`config.mk`:
```
export PLATFORM = sky130hd
export DESIGN_NAME = read_interface
export DESIGN_NICKNAME = d
export VERILOG_FILES = /design/src/rtl/read_interface.sv
export SDC_FILE = /design/constraint.sdc
export NUM_CORES = 1
export LEC_CHECK = 0
export ABC_AREA = 1
export BUFFER_PORTS_ARGS = -buffer_cell sky130_fd_sc_hd__buf_2
export CAP_MARGIN = 25
export CORE_MARGIN = 2
export CORE_UTILIZATION = 50
export CTS_CLUSTER_DIAMETER = 100
export DETAILED_ROUTE_END_ITERATION = 10
export PLACE_DENSITY = 0.71
export SYNTH_ARGS = -nofsm -noshare
export SYNTH_HDL_FRONTEND = slang
export SYNTH_SLANG_ARGS = --single-unit
export TNS_END_PERCENT = 10
```
`constraint.sdc`:
```
create_clock -name i_Clock -period 2.4 [get_ports i_Clock]
set_input_delay 0.12 -clock i_Clock [delete_from_list [all_inputs] [get_ports i_Clock]]
set_output_delay 0.12 -clock i_Clock [all_outputs]
set_load 0.02 [all_outputs]
```
`src/rtl/read_interface.sv`:
```
`default_nettype none
// ============================================================================
//  Module   : read_interface
//  Purpose  : Host-side receive path for a UART. Buffers received bytes in a
//             4-entry circular FIFO, presents the head byte and a status word
//             to the host, and raises a registered interrupt while data or an
//             overrun is pending. Host reads complete on the falling edge of
//             the read strobes.
//  Revision : 1.0  initial release
// ============================================================================
module read_interface #(
  parameter int DEPTH = 4
) (
  input  logic       i_Clock,
  input  logic       i_reset,
  input  logic       rx_valid,
  input  logic [7:0] rx_data,
  input  logic       data_re,
  input  logic       stat_re,
  output logic [7:0] data_out,
  output logic [7:0] status_out,
  output logic       rx_irq
);

  localparam logic [2:0] c_full_count = 3'(DEPTH);

  logic [7:0] r_mem [0:3];
  logic [1:0] r_wr_ptr;
  logic [1:0] r_rd_ptr;
  logic [2:0] r_count;
  logic       r_overrun;
  logic       r_underflow;
  logic       r_re_d;
  logic       r_st_d;
  logic       r_irq;

  logic       w_pop;
  logic       w_clr;
  logic       w_empty;
  logic       w_full;
  logic       w_do_push;
  logic       w_do_pop;
  logic       w_ovr_set;
  logic       w_und_set;
  logic [2:0] w_count_nxt;
  logic       w_ovr_nxt;
  logic       w_und_nxt;

  // Strobe falling edges complete a host access; flag decisions for this cycle.
  always_comb begin
    w_pop       = r_re_d & ~data_re;
    w_clr       = r_st_d & ~stat_re;
    w_empty     = (r_count == 3'd0);
    w_full      = (r_count == c_full_count);
    // A full FIFO still accepts a byte when the head leaves in the same cycle.
    w_do_push   = rx_valid & (~w_full | w_pop);
    // A pop on an empty FIFO is ignored even if a push lands in that cycle.
    w_do_pop    = w_pop & ~w_empty;
    w_ovr_set   = rx_valid & w_full & ~w_pop;
    w_und_set   = w_pop & w_empty;
    w_count_nxt = r_count + {2'b00, w_do_push} - {2'b00, w_do_pop};
    // A set event wins over a coincident clear.
    w_ovr_nxt   = w_ovr_set | (r_overrun & ~w_clr);
    w_und_nxt   = w_und_set | (r_underflow & ~w_clr);
  end

  // Control state: pointers, occupancy, sticky flags, strobe history, irq.
  always_ff @(posedge i_Clock or negedge i_reset) begin
    if (!i_reset) begin
      r_wr_ptr    <= 2'd0;
      r_rd_ptr    <= 2'd0;
      r_count     <= 3'd0;
      r_overrun   <= 1'b0;
      r_underflow <= 1'b0;
      r_re_d      <= 1'b0;
      r_st_d      <= 1'b0;
      r_irq       <= 1'b0;
    end else begin
      r_re_d      <= data_re;
      r_st_d      <= stat_re;
      if (w_do_push) r_wr_ptr <= r_wr_ptr + 2'd1;
      if (w_do_pop)  r_rd_ptr <= r_rd_ptr + 2'd1;
      r_count     <= w_count_nxt;
      r_overrun   <= w_ovr_nxt;
      r_underflow <= w_und_nxt;
      r_irq       <= (w_count_nxt != 3'd0) | w_ovr_nxt;
    end
  end

  // Byte storage; contents are don't-care after reset since count gates reads.
  always_ff @(posedge i_Clock) begin
    if (w_do_push) r_mem[r_wr_ptr] <= rx_data;
  end

  // Host-visible head byte and status word.
  always_comb begin
    data_out   = w_empty ? 8'h00 : r_mem[r_rd_ptr];
    status_out = {1'b0, r_count, r_underflow, r_overrun, w_full, ~w_empty};
  end

  assign rx_irq = r_irq;

endmodule
`default_nettype wire
```
==> results of run 1 <==
==> where the power goes <==
part,switching [uW],total [uW],internal (uW)
registers,161,1180,1020
clock network,225,534,309
logic,841,1340,494
==> flip-flops by register name (all words and copies together) (netlist names) <==
signal / count
r_count: 3
r_mem: 32
r_overrun: 1
r_rd_ptr: 2
r_re_d: 1
r_st_d: 1
r_underflow: 1
r_wr_ptr: 2
rx_irq: 1
==> worst max-delay path, delay by kind of cell, from the launching register on <==
kind | cells | cell delay, ns
buffers and inverters | 2 | 0.09
and+or+nand+nor | 6 | 0.75
adders and majority gates | 3 | 0.92
DFF | 1 | 0.45
==> worst min path at each step <==
stage | endpoint | from | cells after the start
floorplan | r_count[0] | i_reset | 0
global placement | r_count[2] | i_reset | 1
detailed placement | r_count[2] | i_reset | 1
CTS | r_mem[0][1] | rx_data[1] | 1
global route | r_mem[2][4] | rx_data[4] | 1
finish | r_mem[0][1] | rx_data[1] | 1
==> synthesized netlist by cell type, types with 2 or more instances <==
master	instances
nor2_1	23
ha_1	6
dfrtp_1	12
edfxtp_1	32
nand2_2	10
inv_1	17
nand2_1	37
buf_4	5
buf_6	2
o21ai_0	2
inv_2	2
a21oi_1	7
nor2_2	2
nand3_1	5
o21ai_1	9
==> final cells by class <==
type                       count  area share [%]
clock buffer                   6           3.097
multi-input combinational    109           25.79
tap                           48           2.563
timing repair buffer          39           9.824
sequential                    44           53.92
inverter                      20           3.310
clock inverter                 2           1.495
==> stage by stage <==
stage               setup WS, ns  setup TNS, ns
floorplan                0.01562              0
global placement          0.1226              0
detailed placement       0.03130              0
CTS                      0.01624              0
global route            -0.02283       -0.02283
finish                   0.08996              0
==> logic make-up (layout without fill, tap and decap cells) <==
group                      Yosys count  in the layout
buffers and inverters               28             67
xor gates and xnor gates             1              1
DFF                                 44             44
adders and majority gates            7              7
AOI/OAI and AO/OA                   19             19
and+or+nand+nor                     81             81
other                                1              1
==> what timing repair did <==
item                                    CTS  global route
pin swaps                                 0             3
endpoints found under the hold margin    14             0
gates resized for setup                   1            12
endpoints found under the setup margin    1             1
buffers inserted                          0             4
hold buffers                              3             0
==> per-layer routing <==
| metal | track usage [%] | wire length (um) |
|---|---|---|
| met1 | 18.62 | 1353 |
| met2 | 33.25 | 1984 |
| met3 | 3.716 | 112 |
| met4 | 7.653 | 55 |
| met5 | 0 | 0 |
==> key figures, run 1 <==
Logic synthesis
  – Syn_area_per_cell: 10.96 um^2
  – Yosys warnings: 0
  – Synthesized instance count: 181
  – Main combinational cell family by area after synthesis: simple AND/OR/NAND/NOR gates
  – Synth Area in Adders: 4.795%
  – Synth Cell Area: 1983 um^2
  – Top cells by area, synth: edfxtp_1 48%, dfrtp_1 15%, nand2_1 7.0%
  – Primary FF master, synth: edfxtp_1
  – Synth area leader: edfxtp_1
  – Synth Area in XOR/XNOR: 0.4416%
  – #FFs+latches synth: 44
  – Sequential fraction of the synthesis area: 63.60%
  – Mux share of post-synthesis cell area: 0%
  – Simple-Gate Fraction of Synth Area: 18.04%
  – Synth Area in Compound Gates: 4.984%
  – Post-synthesis net count: 201
  – Post-synthesis async set-or-reset flop share: 27.27%
  – EDFF count, synth: 32
  – Area share of the largest cell type after synthesis: 48.45%
  – Library cells used by synthesis: 25

Finish
  – Multi-input logic area: 604.3 um^2
  – Final nets: 239
  – Area occupied by registers: 1264 um^2
  – Design Area, Final: 2344 um^2
  – Finished Layout Cells: 268
  – Ant. Diodes: 0
  – Layout cells sized above 1: 31.82%
  – Commonest non-fill, non-tap cell in the layout: nand2_1
  – Area Growth Syn to Fin: 18.17%
  – # fillers: 296
  – Most frequent cells in the layout: 35 x nand2_1, 32 x edfxtp_1, 28 x buf_2
  – Final Util: 62.60%

Die
  – Die Width: 66.98 um
  – Initial core utilization: 52.97%
  – Cell row count: 22
  – Ports: 30
  – Die height: 66.98 um
  – Die area: 4486 um^2
  – Core Area: 3744 um^2

Place
  – IO buf count: 28
  – Placed insts: 253
  – Placed instance area: 2133 um^2
  – GPL Wtd Cong: 0.7644
  – DP HPWL: 2355 um

Worst setup path
  – WP data required: 2.58 ns
  – Worst Reg-to-Reg Cells: 11
  – Slowest-stage cell, CP: fa_1
  – Arr. time, crit path: 2.49 ns
  – CP Cell Sequence: nor2_4 > nand2_4 > nand2_4 > inv_1 > ha_1 > inv_1 > ha_2 > fa_1 > or2_4 > nor2_2 > nand2_1
  – CP Launch Type: flip-flop
  – Critical path origin: r_count[0]
  – CP Max Fanout: 4
  – CP endpoint: rx_irq
  – RR Endpoint: rx_irq
  – Critical Path Sink Type: flip-flop
  – R2R setup slack: 0.09 ns
  – Crit Path Class: reg -> reg
  – Worst r2r src: r_count[0]
  – Max incr delay on CP: 0.48 ns

Routing
  – DRC Markers: 0
  – Vias: 1323
  – Drt wl/cell: 13.08 um
  – Post-DRT Antenna Nets: 0
  – 1st-pass router iterations: 4
  – Via density per instance: 4.937
  – Total wire length: 3505 um
  – Initial DRC count: 59

Clock network
  – Reg clk slew, reported paths: 0.08 ns
  – CTS buffer count: 5
  – Sink Count: 44
  – CTS tree: yes
  – CTS Root Cell: clkbuf_8
  – Clock latency on the worst-skew pair: 0.29 ns
  – CTS H-tree lvls: 2
  – Worst-case clock buffer depth: 2

Global routing
  – Initial antenna violation count: 0
  – Global-route wire length before repair: 5609 um
  – GR Overflow Total: 0
  – Largest net degree at the start of global routing: 19
  – GRT Resource Usage Total: 17.61%
  – Via count of the first global-routing pass: 1325

Pwr
  – Leak: 0.001045 uW
  – Power per cell area: 1300 nW/um^2
  – Total power: 3046 uW
  – Max VDD drop: 0.6876 mV

STA
  – Setup violators final: 0
  – Worst-Margin Slew: 0.8070 ns
  – Hold Slack: 0.04314 ns
  – Minimum clock period: 2.310 ns
  – Final hold violations: 0
  – Final max-slew violation count: 0
  – Clk_skew: 0.005738 ns
  – Period utilization: 96.25%
  – FMAX: 0.4329 GHz
  – Relative slew slack: 46.20%

Outcome
  – Status: completed

Flow run
  – Max Cap Violations: 0

Hold path
  – Hold Crit Class: in -> reg
No activity file was read; power rests on OpenSTA's default activity.
==> run 2, diff against run 1 <==
--- a/config.mk
+++ b/config.mk
@@ -5,14 +5,14 @@
 export SDC_FILE = /design/constraint.sdc
 export NUM_CORES = 1
 export LEC_CHECK = 0
-export ABC_AREA = 1
+export ABC_AREA = 0
 export BUFFER_PORTS_ARGS = -buffer_cell sky130_fd_sc_hd__buf_2
 export CAP_MARGIN = 25
-export CORE_MARGIN = 2
+export CORE_MARGIN = 10
 export CORE_UTILIZATION = 50
 export CTS_CLUSTER_DIAMETER = 100
 export DETAILED_ROUTE_END_ITERATION = 10
-export PLACE_DENSITY = 0.71
+export PLACE_DENSITY = 0.72
 export SYNTH_ARGS = -nofsm -noshare
 export SYNTH_HDL_FRONTEND = slang
 export SYNTH_SLANG_ARGS = --single-unit
==> key figures, run 2 <==
Outcome
  – Status: complete, but fails checks
  – Failing checks: setup timing

Finish
  – Most frequent cells in the layout: 32 x edfxtp_1, 28 x buf_2, 10 x dfrtp_1
  – Max reg flops: 32
  – Layout cells sized above 1: 44.76%
  – Final nets: 162
  – Finished Layout Cells: 189
  – Biggest regs: r_mem (32), r_count (3)
  – Area Growth Syn to Fin: 22.17%
  – Commonest non-fill, non-tap cell in the layout: edfxtp_1
  – Ant. Diodes: 0
  – Most flops, register: r_mem
  – # fillers: 243

Worst setup path
  – Critical Path Sink Type: flip-flop
  – Worst r2r src: r_count[2]
  – R2R setup slack: -0.12 ns
  – Crit Path Class: reg -> reg
  – RR Endpoint: rx_irq
  – Worst Reg-to-Reg Cells: 9
  – CP Max Fanout: 3
  – WP data required: 2.56 ns
  – CP Launch Type: flip-flop
  – Arr. time, crit path: 2.69 ns

STA
  – Relative slew slack: 60.21%
  – Setup slack after layout: -0.1247 ns
  – RSZ-0062 raised after global routing: true
  – Minimum clock period: 2.525 ns
  – Worst-Margin Slew: 0.5969 ns
  – Final max-slew violation count: 0
  – Final hold violations: 0
  – Setup violators final: 1
  – FMAX: 0.3961 GHz
  – Clk_skew: 0.006797 ns
  – Period utilization: 105.2%
  – Hold Slack: 0.03689 ns
  – Setup_tns: -0.1247 ns

Logic synthesis
  – Area share of the largest cell type after synthesis: 52.71%
  – Syn_area_per_cell: 17.87 um^2
  – Synthesized instance count: 102
  – Post-synthesis async set-or-reset flop share: 27.27%
  – Commonest cells in the netlist: 32 x edfxtp_1, 12 x dfrtp_1, 8 x and2_1, 8 x mux4_2
  – Top cells by area, synth: edfxtp_1 53%, dfrtp_1 16%, mux4_2 9.9%
  – Synth area leader: edfxtp_1
  – Synth Area in XOR/XNOR: 2.402%
  – Mux share of post-synthesis cell area: 10.50%
  – Yosys warnings: 0
  – Primary FF master, synth: edfxtp_1
  – Simple-Gate Fraction of Synth Area: 7.618%
  – Library cells used by synthesis: 24
  – Post-synthesis net count: 122
  – EDFF count, synth: 32
  – Synth Area in Compound Gates: 1.373%
  – Synth Cell Area: 1823 um^2
  – Synth Area in Adders: 5.216%
  – Main combinational cell family by area after synthesis: multiplexers
  – Sequential fraction of the synthesis area: 69.18%
  – #FFs+latches synth: 44
  – Most common cell in the netlist: edfxtp_1

Place
  – DP HPWL: 2254 um
  – Worst slack, placed: -0.1400 ns
  – Placed insts: 177
  – GPL Wtd Cong: 0.7138
  – IO buf count: 28

Pwr
  – Leak: 0.0008779 uW
  – Max VDD drop: 0.6568 mV
  – Total power: 2868 uW
  – Power per cell area: 1288 nW/um^2

Routing
  – Vias: 964
  – 1st-pass router iterations: 4
  – Drt wl/cell: 17.51 um
  – Initial DRC count: 85
  – Post-DRT Antenna Nets: 0
  – Via density per instance: 5.101
  – Total wire length: 3310 um
  – DRC Markers: 0

Hold path
  – Hold Path Cell Cnt: 1
  – Hold endpoint: r_mem[2][6]
  – Hold Crit Class: in -> reg
  – Worst hold start: rx_data[6]

Clock network
  – Reg clk slew, reported paths: 0.08 ns
  – CTS buffer count: 5
  – CTS tree: yes
  – Worst-case clock buffer depth: 2
  – CTS Root Cell: clkbuf_8
  – Sink Count: 44
  – Clock latency on the worst-skew pair: 0.29 ns
  – CTS H-tree lvls: 2

Die
  – Die area: 6461 um^2
  – Initial core utilization: 52.96%
  – Die height: 80.38 um
  – Die Width: 80.38 um
  – Cell row count: 21
  – Ports: 30
  – Core Area: 3442 um^2

Global routing
  – Global-route wire length before repair: 5119 um
  – GR Overflow Total: 0
  – Largest net degree at the start of global routing: 16
  – Via count of the first global-routing pass: 1042
  – Initial antenna violation count: 0
  – GRT Resource Usage Total: 10.65%

Flow run
  – Max Cap Violations: 0
-- run 2: cell count changes after synthesis, sizes merged, moves of 10 or more --
cell	previous run	this run
nand2	47	2
nor2	26	1
inv	20	6
o21ai	11	1
-- run 2: what timing repair did --
action                                  in CTS  in global routing
gates resized for setup                      2                  4
hold buffers                                 3                  0
setup buffers                                1                  0
cloned                                       0                  0
endpoints found under the hold margin       14                  0
pin swaps                                    0                  1
endpoints found under the setup margin       1                  1
-- run 2: logic make-up (layout without fill, tap and decap cells) --
kind of cell,after synthesis,in the layout
simple gates,21,21
xor+xnor,5,5
fa+ha+maj,7,7
other cells,1,1
flops,44,44
mux,9,9
buf+inv,12,53
compound gates,3,3
-- run 2: worst max path at each step --
stage                  end  startpoint  cells past startpoint  slack, ns
finish              rx_irq  r_count[2]                      9      -0.12
global placement    rx_irq  r_count[2]                      9      -0.02
global route        rx_irq  r_count[0]                      9      -0.19
CTS                 rx_irq  r_count[2]                      9      -0.13
floorplan           rx_irq  r_count[2]                      9      -0.11
detailed placement  rx_irq  r_count[2]                      9      -0.14
-- run 2: power by group --
part | internal (uW) | switching [uW] | total (uW)
Clock | 313 | 251 | 565
Combinational | 540 | 572 | 1110
Sequential | 1020 | 168 | 1190
-- run 2: layout make-up --
type                       count  area (um^2)  area share, %
clock inverter                 3        46.29          2.079
multi-input combinational     46        538.0          24.16
sequential                    44         1264          56.74
tap                           46        57.56          2.584
clock buffer                   5        68.82          3.090
timing repair buffer          39        230.2          10.34
inverter                       6        22.52          1.011
-- run 2: critical path, cell delays in order (launching register included) --
cell and delay (ns):
dfrtp_2 0.43, nor3b_4 0.16, a21bo_2 0.23, ha_4 0.27, inv_2 0.04, ha_4 0.15, fa_2 0.35, xnor2_2 0.15
xnor2_1 0.14, or4_1 0.49
-- run 2: metal layers --
layer,vias to the layer above,track usage (%),part of all wire [%]
li1,451,-,-
met1,485,11.53,38
met2,21,18.47,55
met3,7,3.118,6.1
met4,0,5.282,1.7
met5,-,0,0
-- run 2: metrics by stage --
stage               utilization (%)  instance area [um^2]
floorplan                         -                  1832
global placement              59.29                  2041
detailed placement            59.29                  2041
CTS                           64.01                  2203
global route                  64.70                  2227
finish                        64.70                  2227
==> run 3, diff against run 2 <==
--- a/config.mk
+++ b/config.mk
@@ -12,7 +12,7 @@
 export CORE_UTILIZATION = 50
 export CTS_CLUSTER_DIAMETER = 100
 export DETAILED_ROUTE_END_ITERATION = 10
-export PLACE_DENSITY = 0.72
+export PLACE_DENSITY_LB_ADDON = 0.25
 export SYNTH_ARGS = -nofsm -noshare
 export SYNTH_HDL_FRONTEND = slang
 export SYNTH_SLANG_ARGS = --single-unit
==> key figures, run 3 (synthesis gave the netlist of run 2 again) <==
Outcome
  – Status: complete, but fails checks
  – Failing checks: setup timing

Pwr
  – Total power: 2985 uW
  – Power per cell area: 1330 nW/um^2
  – Max VDD drop: 0.5909 mV
  – Leak: 0.0009035 uW

Routing
  – Via density per instance: 5.073
  – Initial DRC count: 81
  – Total wire length: 3229 um
  – DRC Markers: 0
  – 1st-pass router iterations: 4
  – Vias: 974
  – Drt wl/cell: 16.82 um
  – Post-DRT Antenna Nets: 0

Die
  – Cell row count: 21
  – Ports: 30
  – Die Width: 80.38 um
  – Die height: 80.38 um
  – Core Area: 3442 um^2
  – Die area: 6461 um^2
  – Initial core utilization: 52.96%

STA
  – Hold Slack: 0.04631 ns
  – Final max-slew violation count: 0
  – Clk_skew: 0.005496 ns
  – Period utilization: 103.4%
  – Final hold violations: 0
  – RSZ-0062 raised after global routing: true
  – Setup slack after layout: -0.08057 ns
  – FMAX: 0.4031 GHz
  – Setup violators final: 1
  – Minimum clock period: 2.481 ns

Hold path
  – Hold Crit Class: in -> reg

Global routing
  – Initial antenna violation count: 0
  – GRT Resource Usage Total: 10.69%
  – GR Overflow Total: 0
  – Via count of the first global-routing pass: 1084
  – Largest net degree at the start of global routing: 15
  – Global-route wire length before repair: 5257 um

Clock network
  – CTS tree: yes
  – CTS Root Cell: clkbuf_8
  – CTS buffer count: 5
  – Clock latency on the worst-skew pair: 0.28 ns
  – Worst-case clock buffer depth: 2
  – Sink Count: 44
  – CTS H-tree lvls: 2
  – Reg clk slew, reported paths: 0.08 ns

Finish
  – Area occupied by registers: 1264 um^2
  – Area Growth Syn to Fin: 23.13%
  – Max reg flops: 32
  – Most frequent cells in the layout: 32 x edfxtp_1, 28 x buf_2, 11 x buf_4
  – Ant. Diodes: 0
  – Layout cells sized above 1: 43.84%
  – Multi-input logic area: 515.5 um^2
  – Most flops, register: r_mem
  – # fillers: 251
  – Design Area, Final: 2245 um^2
  – Commonest non-fill, non-tap cell in the layout: edfxtp_1
  – Biggest regs: r_mem (32), r_count (3)
  – Final nets: 165

Place
  – IO buf count: 28
  – GPL Wtd Cong: 0.7185
  – Placed instance area: 2041 um^2
  – DP HPWL: 2278 um

Worst setup path
  – Arr. time, crit path: 2.64 ns
  – CP Launch Type: flip-flop
  – CP Max Fanout: 3
  – Crit Path Class: reg -> reg
  – Critical Path Sink Type: flip-flop
  – WP data required: 2.56 ns

Flow run
  – Max Cap Violations: 0
## run 3: power breakdown
group | leakage (uW) | switching, uW | total, uW | internal, uW
Sequential | 0.000433 | 140 | 1170 | 1030
Combinational | 0.000405 | 600 | 1180 | 577
Clock | 0.0000654 | 227 | 643 | 416
Total | 0.000904 | 967 | 2990 | 2020
## run 3: routing by layer
metal | global-route usage (%) | vias to the layer above | part of all wire, %
met5 | 0 | - | 0
met4 | 4.225 | 0 | 1.2
met3 | 3.563 | 7 | 5.8
met2 | 18.87 | 22 | 54
met1 | 11.42 | 493 | 39
li1 | - | 452 | -
## run 3: area by class of cell
class	count	area share, %
Inverter	6	1.003
Tap cell	46	2.564
Clock inverter	2	2.676
Sequential cell	44	56.30
Multi-Input combinational cell	46	22.97
Timing Repair Buffer	42	11.26
Clock buffer	6	3.233
## run 3: critical path: stages, from the launching register on
cell     delay [ns]
dfrtp_2        0.42
nor3b_4        0.16
a21bo_2        0.21
ha_1           0.27
inv_1          0.04
ha_2           0.17
fa_2           0.35
xnor2_2        0.14
xnor2_1        0.13
or4_1          0.47
## run 3: path summary, 6_finish.rpt
| kind | start | end | slack (ns) | cells after the start |
|---|---|---|---|---|
| hold / removal | rx_data[3] | r_mem[3][3] | 0.05 | 1 |
| setup reg to reg | r_count[2] | rx_irq | -0.08 | 9 |
| min in group asynchronous | i_reset | r_rd_ptr[1] | 0.24 | 2 |
| setup / recovery | r_count[2] | rx_irq | -0.08 | 9 |
| hold reg to reg | r_underflow | r_underflow | 0.51 | 2 |
| max in group asynchronous | i_reset | r_count[2] | 1.93 | 2 |
## run 3: per-stage QoR
| step | setup TNS (ns) | cells | worst slack, ns | util [%] |
|---|---|---|---|---|
| 3_3_place_gp | -0.02414 | 177 | -0.02414 | 59.29 |
| 3_5_place_dp | -0.08202 | 177 | -0.08202 | 59.29 |
| 4_1_cts | -0.1004 | 189 | -0.1004 | 64.30 |
| 6_report | -0.08057 | 192 | -0.08057 | 65.21 |
| 2_1_floorplan | -0.1137 | 102 | -0.1137 | - |
| 5_1_grt | -0.1645 | 192 | -0.1645 | 65.21 |
## run 3: timing repair
action / 4_1_cts / 5_1_grt
hold buffers: 3 / 0
hold endpoints to repair: 14 / 0
pin swaps: 1 / 3
endpoints found under the setup margin: 1 / 1
gates resized for setup: 1 / 2
buffers inserted: 1 / 3
